### config.mk
export PLATFORM = sky130hd
export DESIGN_NAME = uart_rx_core
export DESIGN_NICKNAME = d
export VERILOG_FILES = /design/src/rtl/uart_pkg.sv /design/src/rtl/uart_rx_sampler.sv /design/src/rtl/uart_rx_core.sv
export SDC_FILE = /design/constraint.sdc
export NUM_CORES = 1
export LEC_CHECK = 0
export CORE_MARGIN = 1.5
export CORE_UTILIZATION = 50
export CTS_CLUSTER_SIZE = 10
export DETAILED_ROUTE_END_ITERATION = 10
export PLACE_DENSITY = 0.74
export SLEW_MARGIN = 20
export SYNTH_ARGS = -nofsm -noshare
export SYNTH_HDL_FRONTEND = slang
export SYNTH_HIERARCHICAL = 1
export SYNTH_SLANG_ARGS = --single-unit
### constraint.sdc
create_clock -name sys_clk -period 3.3 [get_ports sys_clk]
set_clock_uncertainty 0.15 [all_clocks]
set_input_delay 0.66 -clock sys_clk [delete_from_list [all_inputs] [get_ports sys_clk]]
set_output_delay 0.66 -clock sys_clk [all_outputs]
set_load 0.005 [all_outputs]
### src/rtl/uart_pkg.sv
// rtl/uart_pkg.sv - shared constants and helpers for the UART receive path
package uart_pkg;

    localparam int PAR_NONE = 0;
    localparam int PAR_EVEN = 1;
    localparam int PAR_ODD  = 2;

    localparam logic [2:0] ST_IDLE  = 3'd0;
    localparam logic [2:0] ST_START = 3'd1;
    localparam logic [2:0] ST_DATA  = 3'd2;
    localparam logic [2:0] ST_PAR   = 3'd3;
    localparam logic [2:0] ST_STOP  = 3'd4;

    function automatic int cnt_width(input int n);
        return (n > 1) ? $clog2(n) : 1;
    endfunction

endpackage

### src/rtl/uart_rx_sampler.sv
// rtl/uart_rx_sampler.sv - line synchroniser, falling-edge detect and 3-sample majority vote
module uart_rx_sampler (
    input  logic sys_clk,
    input  logic rst_n,
    input  logic uart_rx,
    input  logic sample_a,
    input  logic sample_b,
    output logic fall,
    output logic bit_val
);

    logic [1:0] sync;
    logic       prev;
    logic       s_a;
    logic       s_b;
    logic       line;

    always_ff @(posedge sys_clk) begin
        if (!rst_n) begin
            sync <= 2'b11;
            prev <= 1'b1;
            s_a  <= 1'b1;
            s_b  <= 1'b1;
        end else begin
            sync <= {sync[0], uart_rx};
            prev <= sync[1];
            if (sample_a) s_a <= sync[1];
            if (sample_b) s_b <= sync[1];
        end
    end

    assign line = sync[1];
    assign fall = prev & ~line;
    // Third vote is the live line, so the bit resolves on the cycle of the last sample.
    assign bit_val = (s_a & s_b) | (s_a & line) | (s_b & line);

endmodule

### src/rtl/uart_rx_core.sv
// rtl/uart_rx_core.sv - parametrised UART receiver with error flags and one-entry holding register
module uart_rx_core
    import uart_pkg::*;
#(
    parameter int CLK_DIV   = 43,
    parameter int DATA_BITS = 8,
    parameter int PARITY    = 1,
    parameter int STOP_BITS = 1
) (
    input  logic       sys_clk,
    input  logic       rst_n,
    input  logic       uart_rx,
    output logic [7:0] rx_data,
    output logic       rx_valid,
    input  logic       rx_ready,
    output logic       parity_err,
    output logic       frame_err,
    output logic       break_det,
    output logic       overrun,
    output logic       rx_busy
);

    localparam int            CW        = cnt_width(CLK_DIV);
    localparam logic [CW-1:0] CNT_LAST  = CW'(CLK_DIV - 1);
    localparam logic [CW-1:0] SMP_A     = CW'(CLK_DIV / 2 - 1);
    localparam logic [CW-1:0] SMP_B     = CW'(CLK_DIV / 2);
    localparam logic [CW-1:0] SMP_C     = CW'(CLK_DIV / 2 + 1);
    localparam logic [2:0]    DATA_LAST = 3'(DATA_BITS - 1);
    localparam logic [2:0]    STOP_LAST = 3'(STOP_BITS - 1);

    logic [2:0]           state;
    logic [CW-1:0]        clk_cnt;
    logic [2:0]           bit_cnt;
    logic [DATA_BITS-1:0] shreg;
    logic                 par_bit;
    logic                 stop_bad;
    logic                 fall;
    logic                 bit_val;
    logic                 in_frame;
    logic                 wrap;
    logic                 at_sample;
    logic                 done;
    logic                 perr_now;
    logic                 ferr_now;
    logic                 brk_now;

    assign in_frame  = (state != ST_IDLE);
    assign wrap      = (clk_cnt == CNT_LAST);
    assign at_sample = in_frame && (clk_cnt == SMP_C);
    assign done      = (state == ST_STOP) && at_sample && (bit_cnt == STOP_LAST);

    uart_rx_sampler u_sampler (
        .sys_clk  (sys_clk),
        .rst_n    (rst_n),
        .uart_rx  (uart_rx),
        .sample_a (in_frame && (clk_cnt == SMP_A)),
        .sample_b (in_frame && (clk_cnt == SMP_B)),
        .fall     (fall),
        .bit_val  (bit_val)
    );

    always_comb begin
        perr_now = 1'b0;
        if (PARITY == PAR_EVEN) perr_now = (^shreg) ^ par_bit;
        else if (PARITY == PAR_ODD) perr_now = ~((^shreg) ^ par_bit);
    end

    // Final stop bit is judged from the live vote since it is never registered.
    assign ferr_now = stop_bad | ~bit_val;
    assign brk_now  = ferr_now && (shreg == '0) && !par_bit;

    always_ff @(posedge sys_clk) begin
        if (!rst_n) begin
            state    <= ST_IDLE;
            clk_cnt  <= '0;
            bit_cnt  <= '0;
            shreg    <= '0;
            par_bit  <= 1'b0;
            stop_bad <= 1'b0;
        end else if (state == ST_IDLE) begin
            if (fall) begin
                state    <= ST_START;
                clk_cnt  <= '0;
                bit_cnt  <= '0;
                par_bit  <= 1'b0;
                stop_bad <= 1'b0;
            end
        end else begin
            clk_cnt <= wrap ? '0 : clk_cnt + 1'b1;
            case (state)
                ST_START: begin
                    if (at_sample && bit_val) state <= ST_IDLE;
                    else if (wrap) state <= ST_DATA;
                end
                ST_DATA: begin
                    if (at_sample) shreg <= {bit_val, shreg[DATA_BITS-1:1]};
                    if (wrap) begin
                        if (bit_cnt == DATA_LAST) begin
                            bit_cnt <= '0;
                            state   <= (PARITY != PAR_NONE) ? ST_PAR : ST_STOP;
                        end else begin
                            bit_cnt <= bit_cnt + 1'b1;
                        end
                    end
                end
                ST_PAR: begin
                    if (at_sample) par_bit <= bit_val;
                    if (wrap) state <= ST_STOP;
                end
                ST_STOP: begin
                    if (done) begin
                        state <= ST_IDLE;
                    end else begin
                        if (at_sample) stop_bad <= stop_bad | ~bit_val;
                        if (wrap) bit_cnt <= bit_cnt + 1'b1;
                    end
                end
                default: state <= ST_IDLE;
            endcase
        end
    end

    always_ff @(posedge sys_clk) begin
        if (!rst_n) begin
            rx_data    <= '0;
            rx_valid   <= 1'b0;
            parity_err <= 1'b0;
            frame_err  <= 1'b0;
            break_det  <= 1'b0;
            overrun    <= 1'b0;
        end else begin
            overrun <= 1'b0;
            if (done) begin
                if (!rx_valid || rx_ready) begin
                    rx_data    <= 8'(shreg);
                    parity_err <= perr_now;
                    frame_err  <= ferr_now;
                    break_det  <= brk_now;
                    rx_valid   <= 1'b1;
                end else begin
                    overrun <= 1'b1;
                end
            end else if (rx_ready) begin
                rx_valid <= 1'b0;
            end
        end
    end

    assign rx_busy = in_frame;

endmodule

==> parameters.txt, run 1 <==
Parameter                              Value

Finish
  Proportion of layout cells with a drive suffix above 1 ... 7.983%
  Net count, final ... 252
  Layout Area Growth over Synthesis ... 15.90%
  Post-layout instance count excluding filler cells ... 286
  Diodes inserted ... 0
  Number of fill cells in the layout ... 319

Synthesis
  Leading cell types by total area after synthesis ... dfxtp_1, ha_1, mux2i_1, a21oi_1, nand3_1
  Flop and latch count out of synthesis ... 40
  Synth top cells by count ... dfxtp_1, a21oi_1, nor2_1
  Yosys Warn Count ... 6
  Async set or reset register ratio after synthesis ... 0%
  Number of cells produced by synthesis ... 222
  Fraction of post-synthesis cell area in the top cell type by area ... 40.71%
  Synthesized netlist net count ... 237
  Sequential element share of the synthesized area ... 40.71%
  Post-synth top area cell ... dfxtp_1
  Number of enable flip-flop cells after synthesis ... 0
  Number of distinct library cells after synthesis ... 39
  Synthesized area divided by synthesized cell count ... 8.860 µm²
  Most frequently used cell type in the post-synthesis netlist ... dfxtp_1
  Top_reg_cell synth ... dfxtp_1
  Netlist area before placement ... 1967 µm²

Routing
  Antenna-violating nets left ... 0
  Vias per inst ... 5.500
  Sum of met2 wire segment lengths after detailed routing ... 1627 µm
  Number of optimization iterations in the first detailed-route pass ... 4
  Average wire per cell in the routed design ... 12.98 µm
  Iter 0 DRT Violations ... 149
  Highest routing layer actually used ... met4
  DRC Markers ... 0
  WL met3 ... 179 µm
  Routed metal-1 wirelength ... 1873 µm
  Via count ... 1,573
  Routed wire length ... 3713 µm

Status
  Run status ... finished clean

GRT
  Initial antenna violation count ... 0
  Wire length of the first global-routing pass ... 6520 µm
  Number of global-route vias before repair ... 1,387
  Residual overflow from global routing ... 0
  Maximum number of pins on one net before global-route repair ... 27
  Global-route total usage across every layer ... 19.38%

Clocking
  Clock-pin slew of the registers on the worst-case setup and hold paths ... 80 ps
  Quantity of gates resized following cts ... 0
  TritonCTS clock tree ... yes
  Number of buffers inserted during clock tree synthesis ... 5
  Clock Tree Root ... clkbuf_8
  Count of buffers added by post-CTS timing repair for setup ... 0
  CTS Sinks ... 40
  Hold buffer count at cts ... 0
  Maximum clock path buffer count ... 2
  Total number of H-tree levels ... 2
  Clock insertion delay at the later pin of the skew report ... 290 ps

Critical path
  Reg-to-reg critical path startpoint ... clk_cnt[0]
  Worst path arrival time ... 1870 ps
  Worst Path Class, Setup ... reg -> out
  Worst path cell trace ... nor3_4 -> inv_1 -> clkdlybuf4s50_1
  Max FO, Critical Path ... 11
  Slowest cell on the critical path ... dfxtp_1
  Worst setup EP type ... primary output
  Cell family contributing the most delay on the critical path ... buffers and inverters
  Kind of start point of the critical path ... register
  Required time at the worst-slack endpoint ... 2490 ps
  Crit. Startpoint ... state[1]
  Highest cell delay on the worst timing path ... 600 ps
  CP Buf/Inv Count ... 2

Job
  Max-capacitance violation count ... 0

Power and ir drop
  Largest voltage drop on the vdd net ... 0.0003442 V
  Total net switching power ... 194.2 µW
  Leakage power of the design ... 0.8728 nW
  Comb power frac ... 4.0%
  Switching part of the total ... 20.61%
  Clock power frac ... 44.1%
  Power Density ... 413.3 nW/µm²
  Fraction of power consumed by sequential logic ... 51.9%
  Internal power summed over all cells ... 747.9 µW

Die
  Placement Rows ... 22
  Starting utilization of the core area ... 52.93%
  Placeable core region ... 3716 µm²
  IO Pins ... 18
  Die Outline Area ... 4319 µm²
  Y dimension of the die ... 65.72 µm
  Die extent in x ... 65.72 µm

Timing
  Final-layout setup total negative slack ... 0 ps
  Post-layout min period ... 2676 ps
  Relative max-transition margin ... 56.53%
  Setup violators final ... 0
  Setup repair after global routing missed its margin ... false
  Final worst-path cycle share ... 81.10%
  Count of final max-slew check failures ... 0
  Highest attainable clock frequency ... 373.7 MHz
  Transition time at the pin with the least slew margin ... 650.7 ps
  Hold Violations, Final ... 0

Placed design
  Sum of net half-perimeters after detailed placement ... 2522 µm
  Number of placed cells counting well taps ... 278
  Routability congestion estimate ... 0.7636
  Number of port buffers ... 17

Min path
  Beginning of the worst hold path ... u_sampler/sync[0]
  Worst hold-check path type ... reg -> reg
## cell families (layout without fill, tap and decap cells)
kind of cell             Yosys count  count (layout)  synth area share (%)
XOR/XNOR                           5               5                 2.926
buffers and inverters             28              44                 6.170
multiplexers                      14              14                 7.188
AO/OA/AOI/OAI                     43              43                 12.15
flip-flops                        40              40                 40.71
AND/OR/NAND/NOR                   80              80                 23.28
adder cells (fa/ha/maj)           12              12                 7.570
## cells in the final DEF (no fill, tap or decap), types with 2 or more instances in the layout
master and n:
and3_1 3, a21oi_1 19, nor2b_1 5, a31oi_1 4, nand4b_1 2, nand3_1 17, a311oi_1 2, nand2_1 11
nor3_1 5, ha_1 11, xor2_1 3, nand4_1 4, nor3b_2 2, inv_1 15, dfxtp_1 40, clkdlybuf4s50_1 17
clkbuf_8 6, o21ai_0 11, nor2_1 18, buf_4 3, nand2b_1 6, mux2i_1 13, o21ai_1 4
## routing by layer
metal	GRT usage, %	vias up
met4	7.031	0
met2	29.04	41
li1	-	805
met5	0	-
met3	4.110	2
met1	27.37	725
## layout make-up
class | instances | area (µm²) | area share, %
clock buffers | 6 | 82.58 | 3.622
clock inverters | 2 | 38.79 | 1.701
inverters | 16 | 60.06 | 2.634
multi-input cells | 154 | 1045 | 45.83
flip-flops and latches | 40 | 800.8 | 35.13
well taps | 48 | 60.06 | 2.634
repair buffers | 20 | 192.7 | 8.452
## state kept, by name, summed over array words and instances (netlist names), 2 cells and up
register        cells
bit_cnt             3
shreg               8
rx_data             8
clk_cnt             6
u_sampler/sync      2
state               3
## path summary, 6_finish.rpt
kind | slack, ps | end | cells after the start
worst max-delay path | 620 | rx_busy | 3
worst min-delay path | 260 | u_sampler/sync[1] | 1
worst max register to register | 1170 | rx_data[6] | 5
worst min register to register | 260 | u_sampler/sync[1] | 1
## per-stage QoR
| stage | worst slack, ps | hold slack (ps) | area [µm²] | util (%) | power [mW] |
|---|---|---|---|---|---|
| 5_1_grt | 509.5 | 299.2 | 2280 | 61.35 | 0.9758 |
| 2_1_floorplan | 1463 | 236.3 | 1967 | - | 0.5248 |
| 6_report | 623.8 | 264.3 | 2280 | 61.35 | 0.9422 |
| 3_5_place_dp | 951.3 | 263.7 | 2158 | 58.08 | 0.5374 |
| 4_1_cts | 618.4 | 274.1 | 2280 | 61.35 | 0.9560 |
| 3_3_place_gp | 975.1 | 255.5 | 2158 | 58.08 | 0.5373 |
## power by group through the flow
stage / sequential (mW) / clock [mW] / combinational, mW
floorplan: 0.498 / 0 / 0.0265
global placement: 0.500 / 0 / 0.0372
detailed placement: 0.500 / 0 / 0.0372
CTS: 0.489 / 0.429 / 0.0379
global route: 0.489 / 0.444 / 0.0426
finish: 0.489 / 0.415 / 0.0379
(Power assumes the default switching activity.)
==> run 2, diff against run 1 <==
- clock period: 3.3 -> 2.5 ns (I/O delays scaled with it)
==> parameters.txt, run 2 (synthesis results as in run 1) <==
Parameter                              Value

Job
  Max-capacitance violation count ... 0 (unchanged)

Finish
  Net count, final ... 254 (was 252)
  Leading cell type in the layout, fill and taps excluded ... dfxtp_1 (unchanged)
  Final instance area ... 2285 µm² (was 2280 µm²)
  Number of fill cells in the layout ... 332 (was 319)
  Commonest cells after routing, fill and taps aside ... dfxtp_1, a21oi_1, nor2_1, nand3_1, clkdlybuf4s50_1 (unchanged)
  Layout Area Growth over Synthesis ... 16.16% (was 15.90%)
  Largest registers in the final layout ... rx_data x8, shreg x8, clk_cnt x6 (unchanged)
  Diodes inserted ... 0 (unchanged)
  Proportion of layout cells with a drive suffix above 1 ... 8.750% (was 7.983%)

Power and ir drop
  Total power after layout ... 1.224 mW (was 942.2 µW)
  Largest voltage drop on the vdd net ... 0.0002815 V (was 0.0003442 V)
  Leakage power of the design ... 0.8750 nW (was 0.8728 nW)
  Power Density ... 535.7 nW/µm² (was 413.3 nW/µm²)

Status
  Run status ... finished clean (unchanged)

GRT
  Maximum number of pins on one net before global-route repair ... 27 (unchanged)
  Wire length of the first global-routing pass ... 6803 µm (was 6520 µm)
  Number of global-route vias before repair ... 1,512 (was 1,387)
  Residual overflow from global routing ... 0 (unchanged)
  Initial antenna violation count ... 0 (unchanged)
  Global-route total usage across every layer ... 20.64% (was 19.38%)

Min path
  Worst hold-check path type ... reg -> reg (unchanged)
  Hold path cells ... 1 (unchanged)

Clocking
  Total number of H-tree levels ... 2 (unchanged)
  Quantity of gates resized following cts ... 0 (unchanged)
  CTS Sinks ... 40 (unchanged)
  Hold buffer count at cts ... 0 (unchanged)
  Clock Tree Root ... clkbuf_8 (unchanged)
  Clock-pin slew of the registers on the worst-case setup and hold paths ... 80 ps (about the same)
  Count of buffers added by post-CTS timing repair for setup ... 0 (unchanged)
  Clock insertion delay at the later pin of the skew report ... 290 ps (about the same)
  Maximum clock path buffer count ... 2 (unchanged)
  Number of buffers inserted during clock tree synthesis ... 5 (unchanged)
  TritonCTS clock tree ... yes (unchanged)

Critical path
  Worst Path Class, Setup ... reg -> out (unchanged)
  Worst setup EP type ... primary output (unchanged)
  Max FO, Critical Path ... 11 (unchanged)
  Worst path arrival time ... 1680 ps (was 1870 ps)
  Kind of start point of the critical path ... register (unchanged)
  Register-to-Register Path Depth ... 5 (unchanged)
  Required time at the worst-slack endpoint ... 1850 ps (was 2490 ps)

Die
  IO Pins ... 18 (unchanged)
  Die extent in x ... 65.72 µm (unchanged)
  Die Outline Area ... 4319 µm² (unchanged)
  Y dimension of the die ... 65.72 µm (unchanged)
  Placement Rows ... 22 (unchanged)
  Placeable core region ... 3716 µm² (unchanged)
  Starting utilization of the core area ... 52.93% (unchanged)

Placed design
  Standard cell area after detailed placement ... 2173 µm² (was 2158 µm²)
  Routability congestion estimate ... 0.7669 (was 0.7636)
  Sum of net half-perimeters after detailed placement ... 2680 µm (was 2522 µm)
  Number of port buffers ... 17 (unchanged)

Timing
  Hold Violations, Final ... 0 (unchanged)
  Post-layout min period ... 2327 ps
  Setup repair after global routing missed its margin ... false (unchanged)
  Final worst-path cycle share ... 93.09%
  Count of final max-slew check failures ... 0 (unchanged)
  Relative max-transition margin ... 59.87% (was 56.53%)
  Setup violators final ... 0 (unchanged)
  Highest attainable clock frequency ... 429.7 MHz
  Transition time at the pin with the least slew margin ... 600.7 ps (was 650.7 ps)
  Final-layout setup total negative slack ... 0 ps (unchanged)

Routing
  Vias per inst ... 5.479 (was 5.500)
  Routed wire length ... 3803 µm (was 3713 µm)
  Via count ... 1,578 (was 1,573)
  Number of optimization iterations in the first detailed-route pass ... 4 (unchanged)
  DRC Markers ... 0 (unchanged)
  Iter 0 DRT Violations ... 166 (was 149)
  Antenna-violating nets left ... 0 (unchanged)
  Average wire per cell in the routed design ... 13.20 µm (was 12.98 µm)
-- run 2: worst paths after layout --
check | startpoint | to | slack, ps
worst max-delay path | state[1] | rx_busy | 170
worst min-delay path | u_sampler/sync[0] | u_sampler/sync[1] | 270
worst max register to register | clk_cnt[0] | bit_cnt[0] | 550
worst min register to register | u_sampler/sync[0] | u_sampler/sync[1] | 270
-- run 2: report_power, final --
part	internal (mW)	total, mW	switching, mW	leakage, nW
clock network	0.295	0.527	0.231	0.0541
registers	0.641	0.645	0.00463	0.323
logic	0.0213	0.0521	0.0308	0.498
total	0.957	1.22	0.267	0.875
-- run 2: layout make-up --
cell class,instances,area (µm²),share of cell area (%)
Sequential cell,40,800.8,35.05
Clock buffer,5,68.82,3.012
Timing Repair Buffer,22,207.7,9.091
Multi-Input combinational cell,154,1045,45.73
Inverter,16,60.06,2.629
Tap cell,48,60.06,2.629
Clock inverter,3,42.54,1.862
-- run 2: worst max-delay path: stages, from the launching register on --
cell	delay, ps
dfxtp_1	450
nor3_4	370
inv_1	110
clkdlybuf4s50_1	460
-- run 2: metrics by stage --
step	hold slack, ps	utilization, %	setup WS [ps]	std cells
floorplan	236.3	-	780.0	222
global placement	254.7	58.48	510.3	280
detailed placement	263.1	58.48	484.6	280
CTS	277.8	61.48	149.1	288
global route	313.9	61.48	93.92	288
finish	274.6	61.48	172.8	288
-- run 2: layer usage --
| metal | share of wire [%] | global-route usage (%) | up-vias |
|---|---|---|---|
| met5 | 0 | 0 | - |
| met4 | 2.2 | 9.375 | 0 |
| met3 | 3.3 | 4.623 | 7 |
| met2 | 44 | 31.57 | 26 |
| met1 | 51 | 27.59 | 734 |
| li1 | - | - | 811 |
==> run 3, diff against run 2 <==
- SLEW_MARGIN: 20 -> 40
==> results of run 3 <==
Same layout as run 2: the final DEF is identical, and so are final timing and power.
